`config.mk`:
```
export PLATFORM = sky130hd
export DESIGN_NAME = tlb_op_ctrl
export DESIGN_NICKNAME = d
export VERILOG_FILES = /design/src/rtl/tlb_pkg.sv /design/src/rtl/tlb_random_ctr.sv /design/src/rtl/tlb_op_ctrl.sv
export SDC_FILE = /design/constraint.sdc
export NUM_CORES = 1
export LEC_CHECK = 0
export BUFFER_PORTS_ARGS = -buffer_cell sky130_fd_sc_hd__buf_4
export CAP_MARGIN = 20
export CORE_UTILIZATION = 40
export CTS_CLUSTER_SIZE = 10
export DETAILED_ROUTE_END_ITERATION = 8
export GPL_TIMING_DRIVEN = 0
export PLACE_DENSITY = 0.67
export SLEW_MARGIN = 20
export SYNTH_ARGS = -nofsm -noshare
export SYNTH_HDL_FRONTEND = slang
export SYNTH_HIERARCHICAL = 1
export SYNTH_SLANG_ARGS = --single-unit
```
`constraint.sdc`:
```
create_clock -name clk -period 1.9 [get_ports clk]
set_input_delay 0.38 -clock clk [delete_from_list [all_inputs] [get_ports clk]]
set_output_delay 0.38 -clock clk [all_outputs]
set_load 0.005 [all_outputs]
```
`src/rtl/tlb_pkg.sv`:
```
// ---- tlb_pkg : shared TLB constants, op codes and sequencer states -- rev 1.0 ----
`default_nettype none

package tlb_pkg;

  localparam int TLB_ENTRIES = 16;
  localparam int TLB_IDX_W   = 4;
  localparam int TLB_VPN_W   = 19;
  localparam int TLB_ASID_W  = 8;

  typedef enum logic [1:0] {
    OP_TLBP  = 2'b00,
    OP_TLBR  = 2'b01,
    OP_TLBWI = 2'b10,
    OP_TLBWR = 2'b11
  } tlb_op_e;

  typedef enum logic [2:0] {
    ST_IDLE  = 3'd0,
    ST_PROBE = 3'd1,
    ST_READ  = 3'd2,
    ST_WRITE = 3'd3,
    ST_DONE  = 3'd4
  } tlb_state_e;

endpackage

`default_nettype wire

```
`src/rtl/tlb_random_ctr.sv`:
```
// ---- tlb_random_ctr : CP0 Random, free-running down counter wrapping above Wired -- rev 1.0 ----
`default_nettype none

module tlb_random_ctr
  import tlb_pkg::*;
#(
  parameter int ENTRIES = TLB_ENTRIES,
  parameter int IDX_W   = TLB_IDX_W
) (
  input  logic             clk,
  input  logic             rst,
  input  logic [IDX_W-1:0] wired,
  output logic [IDX_W-1:0] random_out
);

  localparam logic [IDX_W-1:0] TOP = IDX_W'(ENTRIES - 1);

  logic [IDX_W-1:0] random_d, random_q;

  // Wired >= TOP makes the wrap condition always true, so the counter parks at TOP.
  always_comb begin
    if ((random_q <= wired) || (random_q == '0)) random_d = TOP;
    else                                         random_d = random_q - IDX_W'(1);
  end

  always_ff @(posedge clk or posedge rst) begin
    if (rst) random_q <= TOP;
    else     random_q <= random_d;
  end

  assign random_out = random_q;

endmodule

`default_nettype wire

```
`src/rtl/tlb_op_ctrl.sv`:
```
// ---- tlb_op_ctrl : TLBP/TLBR/TLBWI/TLBWR sequencer driving the TLB array port -- rev 1.0 ----
`default_nettype none

module tlb_op_ctrl
  import tlb_pkg::*;
#(
  parameter int ENTRIES = TLB_ENTRIES,
  parameter int IDX_W   = TLB_IDX_W,
  parameter int VPN_W   = TLB_VPN_W,
  parameter int ASID_W  = TLB_ASID_W
) (
  input  logic              clk,
  input  logic              rst,
  input  logic              op_valid,
  input  logic [1:0]        op_code,
  input  logic [VPN_W-1:0]  entryhi_vpn,
  input  logic [ASID_W-1:0] entryhi_asid,
  input  logic [IDX_W-1:0]  index_q,
  input  logic [IDX_W-1:0]  wired,
  input  logic [VPN_W-1:0]  tlb_vpn,
  input  logic [ASID_W-1:0] tlb_asid,
  input  logic              tlb_g,
  output logic              busy,
  output logic              done,
  output logic [IDX_W-1:0]  tlb_addr,
  output logic              tlb_rd,
  output logic              tlb_we,
  output logic              p_out,
  output logic [IDX_W-1:0]  index_out,
  output logic              idx_upd,
  output logic [IDX_W-1:0]  random_out
);

  localparam logic [IDX_W-1:0] LAST = IDX_W'(ENTRIES - 1);

  tlb_state_e        state_d, state_q;
  tlb_op_e           op_d, op_q;
  logic [VPN_W-1:0]  vpn_d, vpn_q;
  logic [ASID_W-1:0] asid_d, asid_q;
  logic [IDX_W-1:0]  lidx_d, lidx_q;
  logic [IDX_W-1:0]  addr_d, addr_q;
  logic [IDX_W-1:0]  pidx_d, pidx_q;
  logic              rd_d, rd_q, we_d, we_q, done_d, done_q, upd_d, upd_q, p_d, p_q;
  logic              match;

  tlb_random_ctr #(.ENTRIES(ENTRIES), .IDX_W(IDX_W)) u_random (
    .clk        (clk),
    .rst        (rst),
    .wired      (wired),
    .random_out (random_out)
  );

  // During PROBE the address register doubles as the scan counter.
  assign match = (tlb_vpn == vpn_q) && (tlb_g || (tlb_asid == asid_q));

  always_comb begin
    state_d = state_q;
    op_d    = op_q;
    vpn_d   = vpn_q;
    asid_d  = asid_q;
    lidx_d  = lidx_q;
    addr_d  = addr_q;
    pidx_d  = pidx_q;
    p_d     = p_q;
    rd_d    = 1'b0;
    we_d    = 1'b0;
    done_d  = 1'b0;
    upd_d   = 1'b0;
    case (state_q)
      ST_IDLE: begin
        if (op_valid) begin
          op_d   = tlb_op_e'(op_code);
          vpn_d  = entryhi_vpn;
          asid_d = entryhi_asid;
          lidx_d = index_q;
          case (tlb_op_e'(op_code))
            OP_TLBP:  begin state_d = ST_PROBE; addr_d = '0;         rd_d = 1'b1; end
            OP_TLBR:  begin state_d = ST_READ;  addr_d = index_q;    rd_d = 1'b1; end
            OP_TLBWI: begin state_d = ST_WRITE; addr_d = index_q;    we_d = 1'b1; end
            default:  begin state_d = ST_WRITE; addr_d = random_out; we_d = 1'b1; end
          endcase
        end
      end
      ST_PROBE: begin
        if (match) begin
          pidx_d  = addr_q;
          p_d     = 1'b0;
          state_d = ST_DONE;
          done_d  = 1'b1;
          upd_d   = 1'b1;
        end else if (addr_q == LAST) begin
          pidx_d  = lidx_q;
          p_d     = 1'b1;
          state_d = ST_DONE;
          done_d  = 1'b1;
          upd_d   = 1'b1;
        end else begin
          addr_d = addr_q + IDX_W'(1);
          rd_d   = 1'b1;
        end
      end
      ST_READ, ST_WRITE: begin
        state_d = ST_DONE;
        done_d  = 1'b1;
        upd_d   = (op_q == OP_TLBP);
      end
      default: state_d = ST_IDLE;
    endcase
  end

  always_ff @(posedge clk or posedge rst) begin
    if (rst) begin
      state_q <= ST_IDLE;
      op_q    <= OP_TLBP;
      vpn_q   <= '0;
      asid_q  <= '0;
      lidx_q  <= '0;
      addr_q  <= '0;
      pidx_q  <= '0;
      p_q     <= 1'b0;
      rd_q    <= 1'b0;
      we_q    <= 1'b0;
      done_q  <= 1'b0;
      upd_q   <= 1'b0;
    end else begin
      state_q <= state_d;
      op_q    <= op_d;
      vpn_q   <= vpn_d;
      asid_q  <= asid_d;
      lidx_q  <= lidx_d;
      addr_q  <= addr_d;
      pidx_q  <= pidx_d;
      p_q     <= p_d;
      rd_q    <= rd_d;
      we_q    <= we_d;
      done_q  <= done_d;
      upd_q   <= upd_d;
    end
  end

  assign busy      = (state_q != ST_IDLE);
  assign done      = done_q;
  assign tlb_addr  = addr_q;
  assign tlb_rd    = rd_q;
  assign tlb_we    = we_q;
  assign p_out     = p_q;
  assign index_out = pidx_q;
  assign idx_upd   = upd_q;

endmodule

`default_nettype wire

```
; Yosys cells after proc, flatten, opt, wreduce, memory -nomap -nowiden
; Cells that the tools add are included.
[totals]
register_bits = 53
latchBits = 0
mem_bits_rw = 0
mem_bits_ro = 0
input_bits = 68
wordCells = 72
n_memories = 0
[classes]
addsub = 2
n_mul = 0
n_div = 0
magnitude_cmp = 1
eq_ne = 12
n_shift = 0
n_mux = 27
bitwise = 0
n_reduce_logical = 17
[ops]
columns = operator, count
row1 = $mux W4, 6
row2 = $eq A19 B19 Y1, 1
row3 = $pmux W4 S2, 2
row4 = $mux W1, 11
row5 = $mux W3, 3
row6 = $pmux W3 S3, 1
row7 = $eq A8 B8 Y1, 1
row8 = $eq A3 B2 Y1 const B, 2
row9 = $ne A2 B2 Y1 const B, 3
row10 = $pmux W1 S2, 3
row11 = $reduce_and A2 Y1, 3
row12 = $reduce_or A2 Y1, 3
row13 = $add A4 B1 Y4 const B, 1
row14 = $eq A4 B4 Y1 const B, 1
row15 = $le A4 B4 Y1, 1
row16 = $logic_not A2 Y1, 2
row17 = $logic_not A4 Y1, 1
row18 = $pmux W2 S2, 1
row19 = $reduce_and A4 Y1, 1
row20 = $reduce_bool A2 Y1, 2
row21 = $sub A4 B1 Y4 const B, 1
row22 = $eq A3 B1 Y1 const B, 1
row23 = $logic_not A3 Y1, 1
row24 = $ne A3 B3 Y1 const B, 1
row25 = 5 further kinds, 6

; Logic depth before layout (Yosys ltp)
; Gate-level depths: netlist of run 1.
[logic_depth]
ltp_word = 5
mapped_depth = 7

; Modules after synthesis
; The synthesis of run 1 kept the hierarchy.
[by_module_without_submodules]
columns = module, instances, cells_per_inst, area_each_um2, seq_area_each_um2
row1 = tlb_op_ctrl, 1, 264, 2474.9, 1226.2
row2 = tlb_random_ctr, 1, 30, 292.8, 105.1

; Least setup slack after synthesis of run 1
; OpenSTA, ideal clock, no wires.
[synth_timing]
path_type = reg-to-reg
start = register asid_q[1]
end = register addr_q[1] (netlist: tlb_addr[1])
arrival_ps = 1739
setup_slack_ps = 36
stages_incl_launch_ff = 7
period_less_slack_ps = 1864
path_cell_list = dfrtp_1 xor2_1 nor4_1 a21oi_1 nor3_4 o21ai_4 mux2_4
[synth_between]
elab_chain_cells = 5
[synth_lines]
columns = element, line_no
row1 = "start, declared", tlb_op_ctrl.sv:39  ; logic [ASID_W-1:0] asid_d, asid_q;
row2 = "start signal, assigned", tlb_op_ctrl.sv:129  ; asid_q <= asid_d;
row3 = $eq A8 B8 Y1, tlb_op_ctrl.sv:54  ; assign match = (tlb_vpn == vpn_q) && (tlb_g || (tlb_asid == asid_q));
row4 = $logic_or A1 B1 Y1, tlb_op_ctrl.sv:54
row5 = $logic_and A1 B1 Y1, tlb_op_ctrl.sv:54
row6 = $ne A2 B2 Y1 (no line), n/a
row7 = $reduce_and A4 Y1 (no line), n/a
row8 = "end signal, assigned", tlb_op_ctrl.sv:131  ; addr_q <= addr_d;
row9 = "end, declared", tlb_op_ctrl.sv:41  ; logic [IDX_W-1:0] addr_d, addr_q;
; No other way between the ends.
; A chain may end at the register's enable or synchronous reset.

; Final worst setup path of run 1
[layout_timing]
start = register asid_q[3]
end = register addr_q[1] (netlist: tlb_addr[1])
; The elaborated chain is that of the path after synthesis.

==> run_results.csv, run 1 <==
group,metric,value,unit
placement,place.detailed.hpwl,4841,um
clocking,numCtsBuffers,5,
clocking,cts_hold_buf,0,
detailed_routing,via_per_inst,4.895,
die,core,6531,sq um
yosys,avgSynthCellArea,9.414,sq um
detailed_routing,firstDrtPassIters,4,
finish,nets,468,
status,outcome,"finished, violations left",
clocking,ctsRootBufferMaster,"clkbuf_8",
sta,max_slew_margin,65.87,%
die,io-pin-count,86,
die,die_w,85.18,um
clocking,cts_sinks,53,
grt,grt_max_degree,35,
power_and_ir_drop,p_sw_share,36.69,%
worst_setup_path,crit_fanout,9,
clocking,cts_tree,"yes",
finish,design_area,3715,sq um
worst_setup_path,reg2reg_to,"tlb_addr[1]",
clocking,clk-insertion-delay-late,0.31,ns
worst_setup_path,cp_slowest_cell,"dfrtp_1",
flow_run,maxCapViolCount,0,
power_and_ir_drop,vdd_drop_max,0.8650,mV
finish,final_layout_size_suffix_gt1_share,32.82,%
yosys,async_flop_share,100.0,%
power_and_ir_drop,internal-power,3.170,mW
sta,fin_crit_sh,102.0,%
detailed_routing,drcViolationCount,0,
detailed_routing,wire_per_inst,13.75,um
worst_setup_path,critical_path.top_delay_family,"simple AND/OR/NAND/NOR gates",
sta,fmax,515.9,MHz
sta,rsz0062_at_grt,"true",
power_and_ir_drop,combPwrFrac,42.6,%
worst_setup_path,reg2reg_from,"asid_q[3]",
worst_setup_path,worst_setup_path_end_kind,"register",
finish,fin_cells,467,
yosys,syn_nets,373,
yosys,synth_edf_count,0,
finish,synthToLayoutAreaGrowth,34.22,%
worst_setup_path,crit_chain,"xor2_1 > nor4_2 > a21oi_2 > nor3_4 > buf_12 > o21ai_4 > mux2_4",
clocking,clk_pin_slew,0.10,ns
detailed_routing,antenna_left,0,
clocking,cts_buffer_depth,2,
worst_setup_path,r2r_setup_slack,-0.04,ns
detailed_routing,routed_wl,6421,um
worst_setup_path,ff2ff_path_depth,7,
die,chipHeight,85.18,um
clocking,h-tree-depth,2,
status,violations,"negative setup slack",
sta,fin_skew,0.01065,ns
yosys,synthCells,294,
power_and_ir_drop,p_seq_share,41.3,%
grt,grt_pass1_vias,2330,
yosys,synthFlopType,"dfrtp_1",
sta,maxSlewViolCount,0,
die,dieArea,7256,sq um
grt,grt_usage,18.84,%
grt,grt_pass1_wl,10740,um
placement,pre_cts_ws,-0.3975,ns
power_and_ir_drop,p_per_area,1348,nW/um^2
sta,finalHoldViolations,0,
grt,antenna_found_initial,0,
detailed_routing,vias,2286,
grt,overflow,0,
detailed_routing,drt_iter0_drc,99,
worst_setup_path,cp_data_required_time,2.10,ns
worst_setup_path,critPathMaxStageDelay,0.40,ns
hold_path,hp-class,"primary input to asynchronous set/reset pin",
yosys,synth_area,2768,sq um
die,initial_utilization,42.38,%
placement,dp_cells,457,
placement,io_buffers,85,
worst_setup_path,criticalPathCategory,"register to register",
yosys,ys_ff_latch,53,
placement,postPlaceCellArea,3522,sq um
worst_setup_path,arrival,2.13,ns
sta,worst_slack,-0.03841,ns
power_and_ir_drop,power.switching,1.837,mW
sta,tightest_slew,0.5097,ns
power_and_ir_drop,p_total,5.006,mW
sta,min_period,1.938,ns
yosys,ys.warnings.count,6,
die,rows,29,
power_and_ir_drop,clock_power_share,16.1,%
sta,setup_violations,3,
placement,place_congestion,0.7983,
finish,insertedDiodeCount,0,
yosys,ys_seq_area_share,48.10,%
worst_setup_path,worst_setup_path_start_kind,"register",
worst_setup_path,critPathBufInv,1,
yosys,synth_cell_type_count,40,
finish,final_core_util,56.88,%
power_and_ir_drop,p_leak,1.934,nW
==> cells in the mapped netlist (2+ instances only) <==
cell type | count | area, sq um
nand2_1 | 103 | 386.6
a2bb2oi_2 | 4 | 60.06
xnor2_1 | 4 | 35.03
ha_1 | 11 | 137.6
mux2_4 | 3 | 45.04
nand3_1 | 2 | 10.01
a21o_1 | 3 | 22.52
dfrtp_1 | 49 | 1226
nor2_1 | 8 | 30.03
inv_1 | 11 | 41.29
o211ai_1 | 2 | 15.01
mux2i_1 | 4 | 40.04
xor2_1 | 26 | 227.7
nand2b_1 | 5 | 31.28
o21ai_0 | 8 | 40.04
nor3_1 | 2 | 10.01
nor4_1 | 7 | 43.79
a211oi_1 | 2 | 15.01
a21oi_1 | 7 | 35.03
clkbuf_1 | 10 | 37.54
dfstp_2 | 4 | 105.1
==> layout make-up <==
type	instances	area, sq um
multi-input combinational	219	1388
fill	595	2816
sequential	53	1333
clock buffer	6	82.58
timing repair buffer	89	693.2
clock inverter	2	37.54
buffer	10	43.79
inverter	11	41.29
tap	77	96.34
==> repair_timing <==
action	in CTS	in global routing
setup endpoints to repair	14	43
pin swaps	4	2
resized for setup	3	15
buffers inserted	1	2
cloned	0	0
==> how the worst max path moves through the flow <==
| stage | startpoint | to | slack [ns] | depth (start not counted) |
|---|---|---|---|---|
| after global routing | asid_q[3] | tlb_addr[2] | -0.15 | 7 |
| after global placement | tlb_asid[4] | tlb_addr[2] | -0.40 | 7 |
| after CTS | vpn_q[2] | tlb_addr[1] | -0.06 | 7 |
| final | asid_q[3] | tlb_addr[1] | -0.04 | 7 |
| after detailed placement | tlb_asid[4] | tlb_addr[2] | -0.40 | 7 |
| after floorplan | asid_q[1] | tlb_addr[1] | 0.04 | 6 |
==> through the flow <==
| stage | TNS [ns] | hold slack (ns) |
|---|---|---|
| after CTS | -0.2297 | 0.05678 |
| final | -0.1114 | 0.05065 |
| after global routing | -0.9132 | 0.06947 |
| after floorplan | 0 | 0.3352 |
| after global placement | -22.39 | 0.4562 |
| after detailed placement | -4.193 | 0.3961 |
==> worst reg2reg max path, cell delays in order (launching register included) <==
cell and delay [ns]:
dfrtp_1 0.40, xor2_1 0.17, nor4_2 0.36, a21oi_2 0.13, nor3_4 0.21, buf_12 0.16, o21ai_4 0.08, mux2_4 0.31
==> kinds of logic (layout without fill, tap and decap cells) <==
| logic type | after synthesis | in the layout | synth area share, % |
|---|---|---|---|
| and+or+nand+nor | 137 | 137 | 21.70 |
| DFF | 53 | 53 | 48.10 |
| AOI/OAI and AO/OA | 34 | 34 | 9.674 |
| xor gates and xnor gates | 30 | 30 | 9.494 |
| buffers and inverters | 22 | 118 | 2.984 |
| adders and majority gates | 11 | 11 | 4.973 |
| muxes | 7 | 7 | 3.074 |
==> flip-flops by register name, indices dropped and copies added, names as in the netlist, 2 cells and up <==
| name | cells |
|---|---|
| state_q | 3 |
| u_random/random_out | 4 |
| op_q | 2 |
| tlb_addr | 4 |
| lidx_q | 4 |
| asid_q | 8 |
| index_out | 4 |
| vpn_q | 19 |
==> metal layers <==
metal	share of wire [%]	global-route usage, %	wire, um
met3	5.0	3.696	322
met4	1.2	6.163	80
met2	46	30.79	2970
met1	47	25.24	3047
met5	0	0	0
==> placed cells by master, fill, tap and decap left out, types with 2 or more instances in the layout <==
| cell type | instances |
|---|---|
| buf_4 | 87 |
| nand3_1 | 2 |
| nand2_1 | 103 |
| dfstp_2 | 4 |
| xor2_1 | 26 |
| a21oi_1 | 6 |
| o211ai_1 | 2 |
| nor4_1 | 3 |
| buf_12 | 2 |
| inv_1 | 10 |
| nor2_1 | 8 |
| clkbuf_2 | 5 |
| xnor2_1 | 4 |
| mux2_4 | 3 |
| o21ai_0 | 8 |
| nand2b_1 | 5 |
| clkbuf_1 | 4 |
| nor4_2 | 5 |
| nor3_1 | 2 |
| mux2i_1 | 4 |
| a21o_1 | 3 |
| a2bb2oi_2 | 4 |
| ha_1 | 11 |
| dfrtp_1 | 48 |
| a211oi_1 | 2 |
| clkbuf_8 | 6 |
==> power by group through the flow <==
stage | Sequential, mW | Combinational (mW) | Clock, mW
global placement | 2.08 | 1.98 | 0
finish | 2.07 | 2.13 | 0.804
detailed placement | 2.09 | 2.04 | 0
global route | 2.13 | 2.40 | 0.864
floorplan | 2.01 | 1.36 | 0
CTS | 2.07 | 2.08 | 0.818
(Power assumes the default switching activity.)
==> run 2, diff against run 1 <==
--- a/config.mk
+++ b/config.mk
@@ -11,7 +11,7 @@
 export CTS_CLUSTER_SIZE = 10
 export DETAILED_ROUTE_END_ITERATION = 8
 export GPL_TIMING_DRIVEN = 0
-export PLACE_DENSITY = 0.67
+export PLACE_DENSITY_LB_ADDON = 0.08
 export SLEW_MARGIN = 20
 export SYNTH_ARGS = -nofsm -noshare
 export SYNTH_HDL_FRONTEND = slang
==> run 2 against run 1 <==
Against the previous run: the run still ends with negative setup slack left; power decreased by 3.7%; global-route usage decreased by 0.65 points; critical path depth is the same; worst hold slack improved by 0.0041 ns; sequential cell count stayed put; combinational power barely moved; sequential power hardly changed; routed wire length is 3.8% lower; die area unchanged; setup slack got worse by 0.022 ns; clock power fell by 19%; register-to-register slack worse by 0.02 ns.
==> run_results.csv, run 2 (synthesis results as in run 1) <==
group,metric,value,unit
status,outcome,"finished, violations left",
status,violations,"negative setup slack",
worst_setup_path,worst_setup_path_end_kind,"register",
grt,grt_pass1_vias,2177,
sta,tightest_slew,0.5547,ns
die,chipHeight,85.18,um
die,core,6531,sq um
worst_setup_path,cp_data_required_time,2.09,ns
clocking,cts_sinks,53,
finish,mostFrequentLayoutCell,"nand2_1",
detailed_routing,routed_wl,6180,um
finish,design_area,3681,sq um
power_and_ir_drop,p_leak,1.921,nW
detailed_routing,drt_iter0_drc,35,
sta,worst_slack,-0.06056,ns
power_and_ir_drop,p_total,4.820,mW
sta,finalHoldViolations,0,
sta,setup_tns,-0.1847,ns
finish,largest-register,"vpn_q",
finish,multi_input_area,1384,sq um
sta,fmax,510.1,MHz
die,io-pin-count,86,
placement,place_congestion,0.7676,
clocking,cts_buffer_depth,2,
finish,final_core_util,56.36,%
die,die_w,85.18,um
power_and_ir_drop,p_per_area,1309,nW/um^2
flow_run,maxCapViolCount,0,
finish,nets,468,
grt,grt_pass1_wl,10320,um
sta,maxSlewViolCount,0,
grt,antenna_found_initial,0,
placement,postPlaceCellArea,3522,sq um
detailed_routing,vias,2261,
clocking,clk-insertion-delay-late,0.30,ns
hold_path,hp-class,"primary input to asynchronous set/reset pin",
die,dieArea,7256,sq um
worst_setup_path,criticalPathCategory,"register to register",
clocking,clk_pin_slew,0.09,ns
grt,overflow,0,
clocking,cts_tree,"yes",
finish,largest_register_ffs,19,
worst_setup_path,worst_setup_path_start_kind,"register",
worst_setup_path,arrival,2.16,ns
finish,final_layout_size_suffix_gt1_share,32.65,%
sta,max_slew_margin,62.86,%
sta,fin_skew,0.003622,ns
grt,grt_max_degree,34,
sta,hold_ws,0.05471,ns
worst_setup_path,crit_fanout,9,
placement,place.detailed.hpwl,4651,um
power_and_ir_drop,vdd_drop_max,0.6408,mV
finish,fillers,622,
clocking,h-tree-depth,2,
clocking,numCtsBuffers,5,
sta,rsz0062_at_grt,"true",
finish,largestRegisters,"vpn_q x19, asid_q x8",
detailed_routing,via_per_inst,4.852,
clocking,cts_hold_buf,0,
grt,grt_usage,18.18,%
placement,io_buffers,85,
die,initial_utilization,42.38,%
finish,insertedDiodeCount,0,
sta,min_period,1.961,ns
finish,synthToLayoutAreaGrowth,33.00,%
clocking,ctsRootBufferMaster,"clkbuf_8",
detailed_routing,drcViolationCount,0,
sta,fin_crit_sh,103.2,%
detailed_routing,antenna_left,0,
detailed_routing,wire_per_inst,13.26,um
die,rows,29,
finish,register_area,1333,sq um
detailed_routing,firstDrtPassIters,5,
sta,setup_violations,4,
finish,final_cell_mix,"nand2_1, buf_4, dfrtp_1",
==> run 2: worst max-delay path, cell delays in order, from the launching register on <==
cell     delay, ns
dfrtp_1       0.41
xor2_1        0.17
nor4_2        0.33
nand4_1       0.20
nor3_4        0.19
buf_12        0.16
o21ai_4       0.08
mux2_4        0.31
==> run 2: power by group <==
group	leakage (nW)	switching [mW]	internal (mW)
registers	0.649	0.401	1.66
clock network	0.0433	0.361	0.289
logic	1.23	1.04	1.07
==> run 2: final timing paths <==
kind	cells past startpoint	slack (ns)	startpoint	to
setup / recovery	7	-0.06	vpn_q[15]	tlb_addr[2]
hold / removal	2	0.05	rst	tlb_addr[1]
setup reg to reg	7	-0.06	vpn_q[15]	tlb_addr[2]
hold reg to reg	2	0.48	lidx_q[3]	lidx_q[3]
max in group asynchronous	3	1.34	rst	tlb_addr[0]
min in group clk	3	0.26	entryhi_vpn[13]	vpn_q[13]
==> run 2: stage by stage <==
step	setup slack, ns	instances
after CTS	-0.1387	464
after detailed placement	-0.3910	457
after global placement	-0.3912	456
after floorplan	0.03626	294
final	-0.06056	466
after global routing	-0.1445	466
==> run 2: per-layer routing <==
| metal | track usage, % | wire length (um) | up-vias |
|---|---|---|---|
| li1 | - | - | 1142 |
| met1 | 25.66 | 2938 | 1056 |
| met2 | 28.81 | 2866 | 58 |
| met3 | 3.891 | 322 | 5 |
| met4 | 4.160 | 53 | 0 |
| met5 | 0 | 0 | - |
==> run 2: timing repair <==
action	in CTS	in global routing
pin swaps	2	2
resized for setup	5	11
setup buffers	1	2
setup endpoints to repair	17	43
cloned	0	0
==> run 2: layout make-up <==
type	count	share of cell area [%]
Multi-Input combinational cell	219	37.59
Sequential cell	53	36.20
Timing Repair Buffer	89	18.83
Tap cell	77	2.617
Clock buffer	6	2.243
Buffer	10	1.190
Inverter	11	1.122
Clock inverter	1	0.2039
==> run 3, diff against run 2 <==
--- a/config.mk
+++ b/config.mk
@@ -5,9 +5,9 @@
 export SDC_FILE = /design/constraint.sdc
 export NUM_CORES = 1
 export LEC_CHECK = 0
-export BUFFER_PORTS_ARGS = -buffer_cell sky130_fd_sc_hd__buf_4
+export BUFFER_PORTS_ARGS = -buffer_cell sky130_fd_sc_hd__buf_2
 export CAP_MARGIN = 20
-export CORE_UTILIZATION = 40
+export CORE_UTILIZATION = 45
 export CTS_CLUSTER_SIZE = 10
 export DETAILED_ROUTE_END_ITERATION = 8
 export GPL_TIMING_DRIVEN = 0
==> run 3 against run 2 <==
Against the previous run: the run still ends with negative setup slack left; maximum frequency is 1.1% lower; core utilization is 1.8 points higher; cell count is 0.43% lower; clock skew is 0.0076 ns higher; critical path depth is 1 lower; register-to-register slack worse by 0.02 ns.
==> run_results.csv, run 3 (synthesis results as in run 1) <==
group,metric,value,unit
detailed_routing,firstDrtPassIters,4,
grt,antenna_found_initial,0,
grt,grt_pass1_vias,1985,
sta,finalHoldViolations,0,
power_and_ir_drop,p_per_area,1335,nW/um^2
die,dieArea,6468,sq um
finish,mostFrequentLayoutCell,"nand2_1",
worst_setup_path,crit_chain,"ha_1 > and3_1 > clkbuf_1 > nand2b_1 > or2_2 > a22o_1",
clocking,clk-insertion-delay-late,0.31,ns
clocking,numCtsBuffers,5,
finish,largest_register_ffs,19,
detailed_routing,vias,2212,
finish,final_cell_mix,"nand2_1, buf_2, dfrtp_1",
die,io-pin-count,86,
sta,worst_slack,-0.08312,ns
placement,postPlaceCellArea,3314,sq um
sta,fmax,504.3,MHz
grt,grt_pass1_wl,9342,um
sta,fin_crit_sh,104.4,%
worst_setup_path,cp_slowest_cell,"dfrtp_1",
power_and_ir_drop,p_seq_share,44.9,%
sta,fin_skew,0.01126,ns
worst_setup_path,arrival,2.19,ns
worst_setup_path,critPathLaunch,"tlb_addr[0]",
sta,rsz0062_at_grt,"true",
worst_setup_path,worst_setup_path_end_kind,"register",
clocking,h-tree-depth,2,
power_and_ir_drop,combPwrFrac,41.4,%
clocking,cts_sinks,53,
clocking,cts_buffer_depth,2,
detailed_routing,wire_per_inst,12.46,um
sta,setup_violations,4,
worst_setup_path,critPathBufInv,1,
finish,synthToLayoutAreaGrowth,24.50,%
die,core,5921,sq um
detailed_routing,routed_wl,5781,um
worst_setup_path,cp_data_required_time,2.10,ns
worst_setup_path,critical_path.top_delay_family,"simple AND/OR/NAND/NOR gates",
flow_run,maxCapViolCount,0,
detailed_routing,drcViolationCount,0,
finish,nets,467,
worst_setup_path,crit_fanout,8,
clocking,ctsRootBufferMaster,"clkbuf_8",
placement,dp_cells,455,
sta,maxSlewViolCount,0,
finish,fillers,584,
power_and_ir_drop,p_leak,1.847,nW
hold_path,hp-class,"primary input to asynchronous set/reset pin",
power_and_ir_drop,internal-power,2.845,mW
placement,place.detailed.hpwl,4419,um
clocking,cts_hold_buf,0,
placement,place_congestion,0.7580,
clocking,cts_tree,"yes",
power_and_ir_drop,vdd_drop_max,0.5135,mV
finish,largestRegisters,"vpn_q x19, asid_q x8",
grt,grt_usage,18.98,%
worst_setup_path,criticalPathCategory,"register to register",
die,initial_utilization,46.75,%
die,chipHeight,80.43,um
worst_setup_path,critPathMaxStageDelay,0.47,ns
finish,final_layout_size_suffix_gt1_share,31.11,%
die,die_w,80.43,um
worst_setup_path,worst_setup_path_start_kind,"register",
status,violations,"negative setup slack",
finish,register_area,1331,sq um
worst_setup_path,reg2reg_from,"tlb_addr[0]",
finish,fin_cells,464,
grt,overflow,0,
clocking,clk_pin_slew,0.10,ns
detailed_routing,drt_iter0_drc,89,
detailed_routing,antenna_left,0,
finish,multi_input_area,1376,sq um
die,rows,28,
sta,min_period,1.983,ns
sta,tightest_slew,0.6066,ns
detailed_routing,via_per_inst,4.767,
grt,grt_max_degree,28,
finish,design_area,3446,sq um
power_and_ir_drop,clock_power_share,13.7,%
power_and_ir_drop,power.switching,1.755,mW
finish,largest-register,"vpn_q",
power_and_ir_drop,p_sw_share,38.15,%
status,outcome,"finished, violations left",
placement,io_buffers,85,
sta,setup_tns,-0.2794,ns
sta,max_slew_margin,59.50,%
finish,insertedDiodeCount,0,
[run 3: power groups by stage]
stage | combinational [mW] | sequential [mW] | clock, mW
after floorplan | 1.36 | 2.01 | 0
after global placement | 1.84 | 2.07 | 0
after detailed placement | 1.90 | 2.08 | 0
after CTS | 1.91 | 2.06 | 0.640
after global routing | 2.18 | 2.14 | 0.694
final | 1.91 | 2.06 | 0.631
[run 3: per-layer routing]
metal,up-vias,part of all wire (%),GRT usage (%)
met4,0,0.47,6.429
met2,58,46,29.24
met1,1006,48,26.35
li1,1146,-,-
met5,-,0,0
met3,2,5.3,3.977
[run 3: final timing paths]
check                           slack [ns]           to  cells after the start
worst max-delay path                 -0.08  tlb_addr[0]                      6
worst min-delay path                  0.15    asid_q[3]                      2
worst max register to register       -0.08  tlb_addr[0]                      6
worst min register to register        0.49    lidx_q[1]                      2
max in group asynchronous             1.22    lidx_q[3]                      3
min in group clk                      0.26     vpn_q[4]                      3
[run 3: layout make-up]
| cell class | instances | area share (%) |
|---|---|---|
| clock inverter | 1 | 0.2179 |
| inverter | 11 | 1.198 |
| multi-input combinational | 219 | 39.94 |
| tap | 75 | 2.723 |
| clock buffer | 7 | 2.215 |
| timing repair buffer | 87 | 13.73 |
| sequential | 53 | 38.63 |
| buffer | 11 | 1.344 |
[run 3: what timing repair did]
item / 4_1_cts / 5_1_grt
endpoints found under the setup margin: 13 / 43
endpoints found under the hold margin: 0 / 0
gates resized for setup: 0 / 13
pin swaps: 1 / 4
setup buffers: 1 / 0
[run 3: through the flow]
step	setup WS [ns]	hold slack (ns)	total power [mW]	utilization, %
finish	-0.08312	0.1506	4.600	58.20
global route	-0.1684	0.1742	5.016	58.20
CTS	-0.1561	0.1654	4.607	57.73
detailed placement	-0.3489	0.4596	3.979	55.98
global placement	-0.3508	0.4618	3.915	55.52
floorplan	0.03626	0.3352	3.374	-
